[src/rtl/uart_loader_pkg.sv]
// Shared types and default constants for the UART matrix loader.
package uart_loader_pkg;

    localparam int unsigned CHECKSUM_W         = 16;
    localparam int unsigned DEF_N_BANKS        = 4;
    localparam int unsigned DEF_DEPTH          = 10;
    localparam int unsigned DEF_BYTE_W         = 8;
    localparam int unsigned DEF_BYTES_PER_WORD = 4;

    typedef enum logic [1:0] {
        LOAD   = 2'd0,
        READY  = 2'd1,
        STREAM = 2'd2
    } loader_state_e;

    // Counter width that stays at least one bit for degenerate sizes.
    function automatic int unsigned clog2_min1(input int unsigned v);
        return (v > 1) ? $clog2(v) : 1;
    endfunction

endpackage

[src/rtl/loader_bank.sv]
// One word bank: DEPTH x DATA_W registers, synchronous write, combinational read.
module loader_bank #(
    parameter int unsigned DEPTH  = 10,
    parameter int unsigned DATA_W = 32,
    parameter int unsigned ADDR_W = 4
) (
    input  logic              i_clk,
    input  logic              i_we,
    input  logic [ADDR_W-1:0] i_waddr,
    input  logic [DATA_W-1:0] i_wdata,
    input  logic [ADDR_W-1:0] i_raddr,
    output logic [DATA_W-1:0] o_rdata
);

    logic [DATA_W-1:0] mem [DEPTH];

    // Contents survive reset and clear; only loading overwrites them.
    always_ff @(posedge i_clk) begin
        if (i_we) begin
            mem[i_waddr] <= i_wdata;
        end
    end

    assign o_rdata = mem[i_raddr];

endmodule

[src/rtl/uart_matrix_loader.sv]
// Packs UART bytes into words, fills N_BANKS banks, then streams rows over valid/ready.
// Optional running byte checksum: define UART_LOADER_CHECKSUM_EN.
module uart_matrix_loader
    import uart_loader_pkg::*;
#(
    parameter int unsigned N_BANKS        = DEF_N_BANKS,
    parameter int unsigned DEPTH          = DEF_DEPTH,
    parameter int unsigned BYTE_W         = DEF_BYTE_W,
    parameter int unsigned BYTES_PER_WORD = DEF_BYTES_PER_WORD
) (
    input  logic                                     i_clk,
    input  logic                                     i_reset,
    input  logic [BYTE_W-1:0]                        i_byte,
    input  logic                                     i_byte_valid,
    input  logic                                     i_start,
    input  logic                                     i_loop,
    input  logic                                     i_clear,
    output logic [N_BANKS*BYTE_W*BYTES_PER_WORD-1:0] o_row_data,
    output logic                                     o_row_valid,
    input  logic                                     i_row_ready,
    output logic                                     o_load_done,
    output logic                                     o_overflow,
    output logic [CHECKSUM_W-1:0]                    o_checksum
);

    localparam int unsigned DATA_W = BYTE_W * BYTES_PER_WORD;
    localparam int unsigned PART_W = DATA_W - BYTE_W;
    localparam int unsigned ROW_W  = N_BANKS * DATA_W;
    localparam int unsigned ADDR_W = clog2_min1(DEPTH);
    localparam int unsigned BANK_W = clog2_min1(N_BANKS);
    localparam int unsigned BCNT_W = clog2_min1(BYTES_PER_WORD);

    localparam logic [ADDR_W-1:0] LAST_ADDR = ADDR_W'(DEPTH - 1);
    localparam logic [BANK_W-1:0] LAST_BANK = BANK_W'(N_BANKS - 1);
    localparam logic [BCNT_W-1:0] LAST_BYTE = BCNT_W'(BYTES_PER_WORD - 1);

    loader_state_e     state_q, state_d;
    logic [BCNT_W-1:0] byte_cnt_q, byte_cnt_d;
    logic [PART_W-1:0] part_q, part_d;
    logic [ADDR_W-1:0] addr_q, addr_d;
    logic [BANK_W-1:0] bank_q, bank_d;
    logic [ADDR_W-1:0] row_ptr_q, row_ptr_d;
    logic [ROW_W-1:0]  row_data_q, row_data_d;
    logic              row_valid_q, row_valid_d;
    logic              load_done_q;
    logic              overflow_q, overflow_d;

    logic              byte_acc_c;
    logic              word_done_c;
    logic [DATA_W-1:0] wdata_c;
    logic [ADDR_W-1:0] rd_addr_c;
    logic [ROW_W-1:0]  row_c;
    logic [DATA_W-1:0] bank_rd [N_BANKS];

    assign byte_acc_c  = (state_q == LOAD) && i_byte_valid && !i_clear;
    assign word_done_c = byte_acc_c && (byte_cnt_q == LAST_BYTE);
    // Newest byte enters at the top, so the first byte ends up in the LSBs.
    assign wdata_c     = {i_byte, part_q};

    // Address of the row that will be registered next: row 0 on start or wrap.
    assign rd_addr_c = ((state_q == STREAM) && (row_ptr_q != LAST_ADDR))
                     ? row_ptr_q + ADDR_W'(1) : '0;

    for (genvar b = 0; b < N_BANKS; b++) begin : g_bank
        loader_bank #(
            .DEPTH  (DEPTH),
            .DATA_W (DATA_W),
            .ADDR_W (ADDR_W)
        ) u_bank (
            .i_clk   (i_clk),
            .i_we    (word_done_c && (bank_q == BANK_W'(b))),
            .i_waddr (addr_q),
            .i_wdata (wdata_c),
            .i_raddr (rd_addr_c),
            .o_rdata (bank_rd[b])
        );
        assign row_c[(N_BANKS-1-b)*DATA_W +: DATA_W] = bank_rd[b];
    end

    always_ff @(posedge i_clk or posedge i_reset) begin
        if (i_reset) begin
            state_q     <= LOAD;
            byte_cnt_q  <= '0;
            part_q      <= '0;
            addr_q      <= '0;
            bank_q      <= '0;
            row_ptr_q   <= '0;
            row_data_q  <= '0;
            row_valid_q <= 1'b0;
            load_done_q <= 1'b0;
            overflow_q  <= 1'b0;
        end else begin
            state_q     <= state_d;
            byte_cnt_q  <= byte_cnt_d;
            part_q      <= part_d;
            addr_q      <= addr_d;
            bank_q      <= bank_d;
            row_ptr_q   <= row_ptr_d;
            row_data_q  <= row_data_d;
            row_valid_q <= row_valid_d;
            load_done_q <= (state_d != LOAD);
            overflow_q  <= overflow_d;
        end
    end

    always_comb begin
        state_d     = state_q;
        byte_cnt_d  = byte_cnt_q;
        part_d      = part_q;
        addr_d      = addr_q;
        bank_d      = bank_q;
        row_ptr_d   = row_ptr_q;
        row_data_d  = row_data_q;
        row_valid_d = row_valid_q;
        overflow_d  = overflow_q;

        if (i_clear) begin
            state_d     = LOAD;
            byte_cnt_d  = '0;
            part_d      = '0;
            addr_d      = '0;
            bank_d      = '0;
            row_ptr_d   = '0;
            row_data_d  = '0;
            row_valid_d = 1'b0;
            overflow_d  = 1'b0;
        end else begin
            if (i_byte_valid && (state_q != LOAD)) begin
                overflow_d = 1'b1;
            end

            unique case (state_q)
                LOAD: begin
                    if (byte_acc_c) begin
                        if (word_done_c) begin
                            byte_cnt_d = '0;
                            if (addr_q == LAST_ADDR) begin
                                addr_d = '0;
                                if (bank_q == LAST_BANK) begin
                                    bank_d  = '0;
                                    state_d = READY;
                                end else begin
                                    bank_d = bank_q + BANK_W'(1);
                                end
                            end else begin
                                addr_d = addr_q + ADDR_W'(1);
                            end
                        end else begin
                            byte_cnt_d = byte_cnt_q + BCNT_W'(1);
                            part_d     = wdata_c[DATA_W-1:BYTE_W];
                        end
                    end
                end
                READY: begin
                    if (i_start) begin
                        state_d     = STREAM;
                        row_ptr_d   = '0;
                        row_data_d  = row_c;
                        row_valid_d = 1'b1;
                    end
                end
                STREAM: begin
                    if (row_valid_q && i_row_ready) begin
                        if (row_ptr_q == LAST_ADDR) begin
                            row_ptr_d = '0;
                            if (i_loop) begin
                                row_data_d = row_c;
                            end else begin
                                row_valid_d = 1'b0;
                                state_d     = READY;
                            end
                        end else begin
                            row_ptr_d  = row_ptr_q + ADDR_W'(1);
                            row_data_d = row_c;
                        end
                    end
                end
                default: state_d = LOAD;
            endcase
        end
    end

    assign o_row_data  = row_data_q;
    assign o_row_valid = row_valid_q;
    assign o_load_done = load_done_q;
    assign o_overflow  = overflow_q;

`ifdef UART_LOADER_CHECKSUM_EN
    logic [CHECKSUM_W-1:0] checksum_q;

    // Running modulo-2^16 sum of every byte taken into the banks.
    always_ff @(posedge i_clk or posedge i_reset) begin
        if (i_reset) begin
            checksum_q <= '0;
        end else if (i_clear) begin
            checksum_q <= '0;
        end else if (byte_acc_c) begin
            checksum_q <= checksum_q + CHECKSUM_W'(i_byte);
        end
    end

    assign o_checksum = checksum_q;
`else
    assign o_checksum = '0;
`endif

endmodule

[config.mk]
export PLATFORM = sky130hd
export DESIGN_NAME = uart_matrix_loader
export DESIGN_NICKNAME = d
export VERILOG_FILES = /design/src/rtl/uart_loader_pkg.sv /design/src/rtl/loader_bank.sv /design/src/rtl/uart_matrix_loader.sv
export SDC_FILE = /design/constraint.sdc
export NUM_CORES = 2
export LEC_CHECK = 0
export CAP_MARGIN = 20
export CORE_MARGIN = 3
export CORE_UTILIZATION = 60
export CTS_CLUSTER_DIAMETER = 100
export CTS_CLUSTER_SIZE = 24
export DETAILED_ROUTE_END_ITERATION = 8
export GPL_TIMING_DRIVEN = 0
export PLACE_DENSITY = 0.78
export SLEW_MARGIN = 20
export SYNTH_ARGS = -nofsm -noshare
export SYNTH_HDL_FRONTEND = slang
export SYNTH_SLANG_ARGS = --single-unit
[constraint.sdc]
create_clock -name i_clk -period 14.35 [get_ports i_clk]
set_input_delay 1.435 -clock i_clk [delete_from_list [all_inputs] [get_ports i_clk]]
set_output_delay 1.435 -clock i_clk [all_outputs]
set_load 0.05 [all_outputs]
Word-level counts from Yosys, hierarchy flattened
Memory sizes are Yosys's and may differ from the RTL's.
Index checks and enable logic that the tools add are counted.

storage, ports and cells
  register bits after elaboration = 169
  bits in writable memories = 1280
  input port bits = 15
  output and inout bits = 147
  logic and storage cells = 118
  memories kept = 4

operators by class
  add/subtract/negate cells = 4
  equality and inequality tests = 15
  muxes and demuxes = 57
  reductions and logical operators = 28

memory list
  name                  words  width  rd ports  clocked after Yosys merged registers in  wr ports  RTL line           source
  g_bank[0].u_bank.mem  10     32     1         0                                        1         loader_bank.sv:15  logic [DATA_W-1:0] mem [DEPTH];
  g_bank[1].u_bank.mem  10     32     1         0                                        1         loader_bank.sv:15
  g_bank[2].u_bank.mem  10     32     1         0                                        1         loader_bank.sv:15
  g_bank[3].u_bank.mem  10     32     1         0                                        1         loader_bank.sv:15

operators by type and width
  cell                                                  number
  two-way mux 128 bit                                   5
  one-hot mux 128 bit (2 select lines)                  1
  two-way mux 24 bit                                    4
  two-way mux 4 bit                                     10
  two-way mux 2 bit                                     19
  two-way mux 1 bit                                     15
  nonzero test 2 bit                                    7
  logical AND 1 bit                                     10
  AND reduction 3 bit                                   3
  adder 4 x 1 -> 4 bit (second input constant)          2
  equality test 2 bit (second input constant)           4
  equality test 4 bit (second input constant)           2
  != test 4 bit (second input constant)                 2
  one-hot mux 4 bit (2 select lines)                    1
  AND reduction 4 bit                                   2
  != test 3 x 2 -> 1 bit (second input constant)        2
  != test 3 bit (second input constant)                 2
  one-hot mux 2 bit (3 select lines)                    1
  AND reduction 5 bit                                   1
  adder 2 x 1 -> 2 bit (second input constant)          2
  equality test 2 x 1 -> 1 bit (second input constant)  2
  zero test 2 bit                                       2
  nonzero test 3 bit                                    1
  != test 2 bit (second input constant)                 1
  3 further kinds                                       3

Longest topological paths before layout
  depth in word-level cells = 9
  mapped depth = 11

Cells and area by module
A second synthesis with hierarchy kept.

unflattened totals
  cells, all modules = 3133
  area, all modules = 57336.2 µm²

modules (own cells, without submodules)
  module              instances  cells each  area each (µm²)
  loader_bank         4          666         12649.6
  uart_matrix_loader  1          469         6737.7

Worst setup path before layout
Ideal clock, no wire load.

  path kind = input -> register
  start point = input port i_byte_valid
  end point = memory g_bank[2].u_bank.mem[3][0] (enable)
  data arrival time = 3872 ps
  setup slack = 10057 ps
  stages = 5
  path buffers = 1
  cell sequence = nor4bb_1 > nor2b_1 > buf_2 > nand2_1 > nor2_1

between the ends
  longest elaborated chain between the ends = 6

RTL lines
  item                                     RTL line                  source
  start: declaration                       uart_matrix_loader.sv:14  input logic i_byte_valid,
  logical AND 1 bit (2 in series)          uart_matrix_loader.sv:55  assign byte_acc_c = (state_q == LOAD) && i_byte_valid && !i_clear;
  logical AND 1 bit                        uart_matrix_loader.sv:56  assign word_done_c = byte_acc_c && (byte_cnt_q == LAST_BYTE);
  logical AND 1 bit                        uart_matrix_loader.sv:71  .i_we (word_done_c && (bank_q == BANK_W'(b))),
  two-way mux 1 bit                        loader_bank.sv:19         if (i_we) begin
  two-way mux 1 bit (not written as such)  loader_bank.sv:20         mem[i_waddr] <= i_wdata;
  end: declaration                         loader_bank.sv:15

Every way passes these cells.

Final worst setup path
  start point = input port i_byte_valid
  end point = memory g_bank[2].u_bank.mem[1][7] (enable)

The elaborated chain is that of the path after synthesis.

==> flow_summary.toml <==
[floorplan]
core.rowCount = 113
die_h_um = 317
ios = 162
die_w_um = 317
core-area_um2 = 95600
initial_utilization = 0.608
die_area_um2 = 101000

[clock_tree]
htreeDepth = 3
cts_resized = 0
cts_tree = "yes"
numCtsBuffers = 70
worstSkewPairLatency_ns = 0.68
clk_pin_slew_worst_paths_ns = 0.09
post_cts_buffers = 0
clock_path_buffers = 3
hold_buffers = 0
cts_sinks = 1449
clockRootBuffer = "clkbuf_16"

[placement]
place_ws_ns = 9.23
hpwl_mm = 106
port_buffers = 145
gp_congestion = 0.849

[synthesis]
synth-edff-count = 1280
synth-main-ff-cell = "edfxtp_1"
avgSynthCellArea_um2 = 16.0
ys_types = 47
synth_cells = 3633
synth_area_um2 = 58100
synth-seq-cells = 1449
synthArstFlopShare = 0.117
yosysWarningCount = 0
ys_seq_area_frac = 0.734

[run]
max_cap_viol_count = 0

[route]
drt_iter0_drc = 5213
routed_wl_mm = 157
drc = 0
routedWlPerCell_um = 29.8
dr.pass1.iters = 5
vias = 35900
viasPerCell = 6.83
drtAntennaViolNets = 0

[global_routing]
grt_pass1_vias = 35300
grt_pass1_wl_mm = 230
track_usage = 0.312
antenna_found_initial = 5
grt_max_degree = 90
grt_remaining_overflow = 0

[pwr]
power_density_nw_per_um2 = 107
combPwrFrac = 0.016
p_leak_nw = 19.5
switching_share = 0.201
fin_total_pwr_mw = 6.97
clkPwrFrac = 0.324
internal_power_mw = 5.57
p_switching_mw = 1.40
ir_drop_mv = 0.0858
p_seq_frac = 0.660

[setup_path]
arrival_ns = 4.91
cp_slowest_cell = "nor2_4"
worst-path-max-fanout = 17
cp-start-kind = "primary input"
worstSetupPathType = "in2reg"
slowest_delay_ns = 0.85
cp_top_family = "simple AND/OR/NAND/NOR gates"
cp.required_ns = 14.72
cp_cell_sequence = "clkdlybuf4s50_1, nor4bb_1, nor2b_1, buf_2, nand2_1, nor2_4, buf_16"
end_kind = "flip-flop"
path_buf_inv = 3

[min_path]
min_path_type = "reg2reg"

[run_status]
status = "finished clean"

[sta]
finClkSkew_ns = 0.0462
rsz0062_at_grt = "no"
period_share = 0.316
worstMarginPinSlew_ns = 1.24
setup_tns_ns = 0
setup_viol = 0
slew_viol_final = 0
relSlewSlack = 0.175
final_hold_viol_count = 0
fmax_mhz = 221
setup_slack_ns = 9.82
fin_crit_ns = 4.53

[final_layout]
final_layout_size_suffix_gt1_frac = 0.145
layout.nets = 3956
syn_to_final_growth_pct = 12.3
-- cell usage in the layout (no fill, tap or decap), drive strengths merged, types with 2 or more instances in the layout --
cell type and count:
a2111o 128, a21oi 8, a22o 24, a32o 128, and2 2, and3b 2, buf 188, clkbuf 351
clkdlybuf4s50 137, clkinv 2, conb 16, dfrtp 169, diode 5, edfxtp 1280, ha 7, inv 11
mux2 256, mux2i 133, nand2 275, nand2b 129, nand3 262, nor2 60, nor2b 9, nor3 2
nor3b 2, nor4 128, o2111ai 128, o21ai 4, o41ai 128, or3b 2, xnor2 2, xor2 2
-- cell usage after synthesis (2+ instances only) --
cell type	instances	area (um^2)
or3b_2	2	17.5
nand2_1	275	1030
buf_2	71	355
o41ai_1	128	1120
dfrtp_1	169	4230
nor2_1	60	225
nor4_1	128	801
o2111ai_1	128	1120
a2111o_1	128	1440
and2_1	2	12.5
nor2b_1	9	56.3
buf_1	19	71.3
buf_4	21	158
ha_1	7	87.6
nand3_1	262	1310
and3b_1	2	17.5
o21ai_0	4	20.0
mux2_2	256	2880
edfxtp_1	1280	38400
nor3b_1	2	15.0
mux2i_1	133	1330
inv_1	8	30.0
clkbuf_1	228	856
a32o_1	128	1280
a21oi_1	8	40.0
xor2_1	2	17.5
a22o_1	24	210
xnor2_1	2	17.5
nand2b_1	129	807
-- kinds of logic (layout without fill, tap and decap cells) --
| logic type | count (synthesis) | after routing | synth area share |
|---|---|---|---|
| buffers and inverters | 348 | 689 | 0.0254 |
| DFF | 1449 | 1449 | 0.734 |
| and+or+nand+nor | 879 | 879 | 0.0750 |
| other | 1 | 21 | 0.0000645 |
| muxes | 389 | 389 | 0.0725 |
| AOI/OAI and AO/OA | 556 | 556 | 0.0911 |
| xor gates and xnor gates | 4 | 4 | 0.000603 |
| adders and majority gates | 7 | 7 | 0.00151 |
-- worst paths after layout --
path / from / to / slack, ns / cells past startpoint
setup reg to reg: row_ptr_q[0] / o_row_data[92] / 10.47 / 8
max in group asynchronous: i_reset / o_row_data[103] / 12.09 / 3
setup / recovery: i_byte_valid / g_bank[2].u_bank.mem[1][7] / 9.82 / 7
min in group asynchronous: i_reset / o_row_data[26] / 1.28 / 2
hold reg to reg: o_row_data[68] / o_row_data[68] / 0.50 / 1
hold / removal: o_row_data[68] / o_row_data[68] / 0.50 / 1
-- registers in the layout, indices dropped and copies added (netlist names), 2 cells and up --
register	cells
g_bank.u_bank.mem	1280
o_row_data	128
part_q	24
addr_q	4
row_ptr_q	4
bank_q	2
byte_cnt_q	2
state_q	2
-- power groups by stage --
stage          combinational [mW]  clock [mW]  sequential, mW
6_report                    0.114        2.26            4.60
5_1_grt                     0.118        2.41            4.60
4_1_cts                     0.112        2.26            4.60
3_5_place_dp                0.112           0            4.70
3_3_place_gp               0.0682           0            4.72
2_1_floorplan              0.0325           0            4.69
-- routing by layer --
| metal | wire length, um | GRT usage | vias up |
|---|---|---|---|
| met5 | 0 | 0 | - |
| met4 | 7790 | 0.140 | 0 |
| met3 | 17700 | 0.0656 | 373 |
| met2 | 73100 | 0.486 | 2236 |
| met1 | 58000 | 0.429 | 18100 |
| li1 | - | - | 15200 |
-- area by class of cell --
| class | instances | area (um^2) |
|---|---|---|
| Antenna cell | 5 | 12.5 |
| Buffer | 340 | 1460 |
| Clock buffer | 122 | 2000 |
| Clock inverter | 5 | 58.8 |
| Fill cell | 6262 | 30300 |
| Inverter | 8 | 37.5 |
| Multi-Input combinational cell | 1851 | 14300 |
| Sequential cell | 1449 | 42700 |
| Tap cell | 1265 | 1580 |
| Timing Repair Buffer | 214 | 3100 |
-- through the flow --
step / cell area (um^2) / cells / util / hold WS, ns
2_1_floorplan: 58200 / 3648 / - / 0.506
3_3_place_gp: 61200 / 5058 / 0.641 / 0.473
3_5_place_dp: 63200 / 5127 / 0.661 / 0.480
4_1_cts: 65300 / 5254 / 0.683 / 0.501
5_1_grt: 65300 / 5255 / 0.683 / 0.505
6_report: 65300 / 5259 / 0.683 / 0.496
No activity file was read; power rests on OpenSTA's default activity.
